### src/rtl/mdio_phy_responder.sv
// PHY-side MDIO responder: decodes master frames and serves a small register file.
// Writes update the register file. Reads shift register data back on MDIO_OUT/MDIO_OE.
module mdio_phy_responder #(
  parameter logic [4:0] PHY_ADDR  = 5'b00010,
  parameter int         REG_COUNT = 8
) (
  input  logic        clk,
  input  logic        RESET,
  input  logic        MDC,
  input  logic        MDIO_IN,
  output logic        MDIO_OUT,
  output logic        MDIO_OE,
  output logic        WR_STB,
  output logic [4:0]  WR_ADDR,
  output logic [15:0] WR_DATA,
  output logic        ERR
);

  localparam int         AW      = (REG_COUNT > 1) ? $clog2(REG_COUNT) : 1;
  localparam logic [5:0] REG_LIM = 6'(REG_COUNT);

  typedef enum logic [2:0] {IDLE, ST1, OP, PHYAD, REGAD, TA, WDATA, RDATA} state_t;

  state_t      state, state_n;
  logic [1:0]  mdc_sync, mdio_sync;
  logic        mdc_prev, mdc_rise, bit_in;
  logic [4:0]  cnt, cnt_n;
  logic        armed, armed_n, is_wr, is_wr_n, match, match_n, first, first_n;
  logic [3:0]  addr_sr, addr_sr_n;
  logic [4:0]  addr_full, regad, regad_n;
  logic [15:0] shift, shift_n;
  logic        out_n, oe_n, err_n, wr_en;
  logic [15:0] regs [REG_COUNT];

  assign mdc_rise  = mdc_sync[1] & ~mdc_prev;
  assign bit_in    = mdio_sync[1];
  assign addr_full = {addr_sr, bit_in};

  always_ff @(posedge clk or posedge RESET) begin
    if (RESET) begin
      mdc_sync  <= '0;
      mdio_sync <= '1;
      mdc_prev  <= 1'b0;
      state     <= IDLE;
      cnt       <= '0;
      armed     <= 1'b0;
      is_wr     <= 1'b0;
      match     <= 1'b0;
      first     <= 1'b0;
      addr_sr   <= '0;
      regad     <= '0;
      shift     <= '0;
      MDIO_OUT  <= 1'b1;
      MDIO_OE   <= 1'b0;
      WR_STB    <= 1'b0;
      WR_ADDR   <= '0;
      WR_DATA   <= '0;
      ERR       <= 1'b0;
      for (int i = 0; i < REG_COUNT; i++) regs[i] <= '0;
    end else begin
      mdc_sync  <= {mdc_sync[0], MDC};
      mdio_sync <= {mdio_sync[0], MDIO_IN};
      mdc_prev  <= mdc_sync[1];
      state     <= state_n;
      cnt       <= cnt_n;
      armed     <= armed_n;
      is_wr     <= is_wr_n;
      match     <= match_n;
      first     <= first_n;
      addr_sr   <= addr_sr_n;
      regad     <= regad_n;
      shift     <= shift_n;
      MDIO_OUT  <= out_n;
      MDIO_OE   <= oe_n;
      WR_STB    <= wr_en;
      ERR       <= err_n;
      if (wr_en) begin
        regs[regad[AW-1:0]] <= shift_n;
        WR_ADDR             <= regad;
        WR_DATA             <= shift_n;
      end
    end
  end

  always_comb begin
    state_n   = state;
    cnt_n     = cnt;
    armed_n   = armed;
    is_wr_n   = is_wr;
    match_n   = match;
    first_n   = first;
    addr_sr_n = addr_sr;
    regad_n   = regad;
    shift_n   = shift;
    out_n     = MDIO_OUT;
    oe_n      = MDIO_OE;
    err_n     = 1'b0;
    wr_en     = 1'b0;
    if (mdc_rise) begin
      cnt_n = cnt + 5'd1;
      case (state)
        IDLE: begin
          cnt_n = '0;
          if (bit_in)     armed_n = 1'b1;
          else if (armed) state_n = ST1;
        end
        ST1: begin
          cnt_n = '0;
          if (bit_in) state_n = OP;
          else begin
            err_n   = 1'b1;
            armed_n = 1'b0;
            state_n = IDLE;
          end
        end
        OP: begin
          first_n = bit_in;
          if (cnt == 5'd1) begin
            cnt_n = '0;
            if (first == bit_in) begin
              err_n   = 1'b1;
              armed_n = 1'b0;
              state_n = IDLE;
            end else begin
              is_wr_n = ~first;
              state_n = PHYAD;
            end
          end
        end
        PHYAD: begin
          addr_sr_n = addr_full[3:0];
          if (cnt == 5'd4) begin
            cnt_n   = '0;
            match_n = (addr_full == PHY_ADDR);
            state_n = REGAD;
          end
        end
        REGAD: begin
          addr_sr_n = addr_full[3:0];
          if (cnt == 5'd4) begin
            cnt_n   = '0;
            regad_n = addr_full;
            state_n = TA;
            if (!is_wr && match)
              shift_n = ({1'b0, addr_full} < REG_LIM) ? regs[addr_full[AW-1:0]] : 16'h0000;
          end
        end
        TA: begin
          first_n = bit_in;
          if (cnt == 5'd1) begin
            cnt_n = '0;
            if (is_wr) begin
              if ({first, bit_in} != 2'b10) begin
                err_n   = 1'b1;
                armed_n = 1'b0;
                state_n = IDLE;
              end else state_n = WDATA;
            end else begin
              // read turnaround: take the line on the second TA edge, driving 0
              if (match) begin
                oe_n  = 1'b1;
                out_n = 1'b0;
              end
              state_n = RDATA;
            end
          end
        end
        WDATA: begin
          shift_n = {shift[14:0], bit_in};
          if (cnt == 5'd15) begin
            wr_en   = match && ({1'b0, regad} < REG_LIM);
            armed_n = 1'b0;
            state_n = IDLE;
          end
        end
        RDATA: begin
          if (cnt == 5'd16) begin
            oe_n    = 1'b0;
            out_n   = 1'b1;
            armed_n = 1'b0;
            state_n = IDLE;
          end else if (match) begin
            out_n   = shift[15];
            shift_n = {shift[14:0], 1'b0};
          end
        end
        default: state_n = IDLE;
      endcase
    end
  end

endmodule

### config.mk
export PLATFORM = sky130hd
export DESIGN_NAME = mdio_phy_responder
export DESIGN_NICKNAME = d
export VERILOG_FILES = /design/src/rtl/mdio_phy_responder.sv
export SDC_FILE = /design/constraint.sdc
export NUM_CORES = 1
export LEC_CHECK = 0
export CORE_MARGIN = 3
export CORE_UTILIZATION = 30
export CTS_CLUSTER_DIAMETER = 200
export DETAILED_ROUTE_END_ITERATION = 6
export GPL_TIMING_DRIVEN = 0
export PLACE_DENSITY = 0.44
export SETUP_SLACK_MARGIN = 0.4
export SYNTH_ARGS = -nofsm -noshare
export SYNTH_HDL_FRONTEND = slang
export SYNTH_SLANG_ARGS = --single-unit
export TNS_END_PERCENT = 30
### constraint.sdc
create_clock -name clk -period 13.05 [get_ports clk]
set_clock_uncertainty 0.1 [all_clocks]
set_input_delay 3.915 -clock clk [delete_from_list [all_inputs] [get_ports clk]]
set_output_delay 3.915 -clock clk [all_outputs]
set_load 0.05 [all_outputs]
==> summary.txt <==
met3 wire len: 700 um
outcome: finished clean
DR top layer: met4
Critical R2R Capture: regs[34]
Die Wd: 175.5 um
per-cell routed wire length: 19.91 um
clk slew on worst S/H paths: 0.08 ns
sequential fraction of the synthesis area: 56.69%
Worst EP required: 9.03 ns
M1 WL: 12.16 mm
fin util: 35.91%
Seq cells post-synth: 195
syn nets: 828
# nets final: 876
site row count: 61
Max Freq: 0.1728 GHz
Starting DRT DRC Count: 433
max incr delay on CP: 0.80 ns
n_diodes: 0
Synth Warn #: 0
final WL: 25.05 mm
Setup crit start: MDIO_OUT
die height: 175.5 um
port bufs: 28
fraction of registers with async set/reset: 100.0%
aggregate global-route resource usage: 17.03%
CTS Buf Count: 17
LEAKAGE: 4.298 nW
RSZ-0062 raised after global routing: no
Sequential cell area: 0.004883 mm2
CTS resizes: 0
DIE AREA: 0.03078 mm2
CP Launch Type: register
clock period minus final worst setup slack: 5.788 ns
Setup crit end kind: primary output
initial antenna violation count: 0
Vias/cell: 5.027
critical path, cell by cell: clkdlybuf4s50_1
H-Tree Depth: 4
routed vias: 6,324
Primary FF master, synth: dfrtp_1
crit path DAT: 1.77 ns
DRC: 0
DR pass1 iterations: 5
core footprint: 0.02801 mm2
Worst Max-Slew Pin Slew: 1.024 ns
peak supply drop: 0.00008510 V
critical path's slowest cell: clkdlybuf4s50_1
post-DP HPWL: 16.75 mm
number of global-route vias before repair: 6,509
Met2 Wirelength: 11.91 mm
Post-synth EDFFs: 0
CTS max path bufs: 2
layout cell share with drive strength beyond 1: 10.80%
Clock Sinks: 195
syn avg cell area: 10.52 um2
Antenna Nets Post-Route: 0
worst min-delay path category: register to register
Fin. Hold Viols: 0
FF-to-FF setup slack: 9.84 ns
TritonCTS clock tree: done
Syn Std Cell Area: 0.008615 mm2
critical path class: register to primary output
Worst R2R Path Depth: 9
Hold Path End: mdc_sync[1]
Root Buffer: clkbuf_16
R2R Path Start: cnt[0]
Post-Syn Instances: 819
first-pass GRT wire length: 40.39 mm
Final period util: 44.35%
post-route setup TNS: 0 ns
WP buf/inv: 1
setup bufs post-CTS: 0
maximum number of pins on one net before global-route repair: 123
synth-to-layout area growth: 16.76%
Max Cap Viol: 0
setup violators final: 0
Worst Path Max Fanout: 2
Filler cells: 2,845
Ports: 29
GR Overflow Total: 0
area of the multi-input gates: 0.003447 mm2
Top Family by Delay on Critical Path: buffers and inverters
Slew HR: 31.45%
HP Start: mdc_sync[0]
Distinct cells, synth: 50
final count of pins violating max slew: 0
PD cells: 140.3 mW/mm2
Initial Util: 30.75%
hold_buf cts: 0
routability cong.: 0.7831
insertion delay to the later sink of the worst-skew pair: 0.45 ns
hold path depth: 0
-- layer usage --
metal / global-route usage, % / vias to the layer above
met2: 27.53 / 93
li1: - / 2940
met3: 2.637 / 19
met1: 24.41 / 3272
met4: 3.629 / 0
met5: 0 / -
-- worst max-delay path by stage --
stage               end  slack [ns]  cells past startpoint
5_1_grt        MDIO_OUT        7.22                      1
6_report       MDIO_OUT        7.26                      1
2_1_floorplan       ERR        3.73                      1
3_3_place_gp   regs[38]        0.54                      2
4_1_cts        MDIO_OUT        7.24                      1
3_5_place_dp   regs[38]        7.45                      3
-- worst reg2reg max path, cell delays in order, from the launching register on --
cell      delay [ns]
dfrtp_1         0.44
ha_1            0.25
and3_1          0.19
ha_1            0.20
nor4bb_1        0.14
nand3_1         0.21
clkinv_1        0.32
nand4b_1        0.35
clkbuf_1        0.66
o21ai_0         0.19
-- final cells by class --
cell class,instances,area share (%)
buffer,60,2.413
multi-input combinational,553,34.27
inverter,11,0.4851
timing repair buffer,29,3.060
sequential,195,48.55
clock buffer,17,4.229
tap,378,4.702
clock inverter,15,2.289
-- synth_stat cells, types with 3 or more instances --
cell,n,area [um2]
nor2_1,9,33.78
buf_2,8,40.04
nand2_1,231,867.1
mux2_2,10,112.6
nand4b_1,4,35.03
a221o_1,16,160.2
dfrtp_1,192,4805
clkbuf_1,50,187.7
inv_1,10,37.54
o22ai_1,6,37.54
ha_1,5,62.56
nand4_1,4,25.02
nand3_1,10,50.05
a21oi_1,8,40.04
and2_1,17,106.4
mux4_2,32,720.7
o21a_1,3,22.52
nor2b_1,4,25.02
o21ai_0,155,775.7
a21o_1,4,30.03
dfstp_2,3,78.83
-- flip-flops by register name (all words and copies together) (netlist names) --
register,cells
WR_ADDR,5
MDIO_OUT,1
mdc_sync,2
MDIO_OE,1
first,1
mdio_sync,2
ERR,1
is_wr,1
WR_DATA,16
cnt,5
match,1
shift,16
regs,128
WR_STB,1
mdc_prev,1
armed,1
addr_sr,4
regad,5
state,3
-- power by group --
part	leakage, nW	total, W	switching, W	internal [W]
logic	1.29	0.000207	0.000132	0.0000754
clock network	0.314	0.000575	0.000301	0.000274
registers	2.70	0.000629	0.0000107	0.000618
total	4.30	0.00141	0.000444	0.000967
-- stage by stage --
stage | power [W] | cell area (um2) | cells | hold WS, ns | setup slack [ns]
floorplan | 0.0007908 | 8615 | 819 | 0.2312 | 3.728
global placement | 0.0008510 | 9368 | 1225 | 0.2348 | 0.5417
detailed placement | 0.0008517 | 9403 | 1226 | 0.2458 | 7.448
CTS | 0.001429 | 10060 | 1258 | 0.2654 | 7.240
global route | 0.001474 | 10060 | 1258 | 0.2666 | 7.216
finish | 0.001411 | 10060 | 1258 | 0.2586 | 7.262
-- kinds of logic (layout without fill, tap and decap cells) --
family / Yosys count / after routing / synth area share, %
muxes: 45 / 45 / 10.05
and+or+nand+nor: 303 / 303 / 15.86
buffers and inverters: 71 / 132 / 3.297
adders and majority gates: 5 / 5 / 0.7262
AOI/OAI and AO/OA: 200 / 200 / 13.38
DFF: 195 / 195 / 56.69
-- cell usage in the layout, fill, tap and decap left out, types with 10 or more instances in the layout --
master / instances
nand2_1: 231
dfrtp_1: 192
o21ai_0: 155
clkbuf_1: 50
mux4_2: 32
clkdlybuf4s50_1: 28
and2_1: 17
clkbuf_16: 17
a221o_1: 16
nand3_1: 10
mux2_2: 10
No activity file was read; power rests on OpenSTA's default activity.
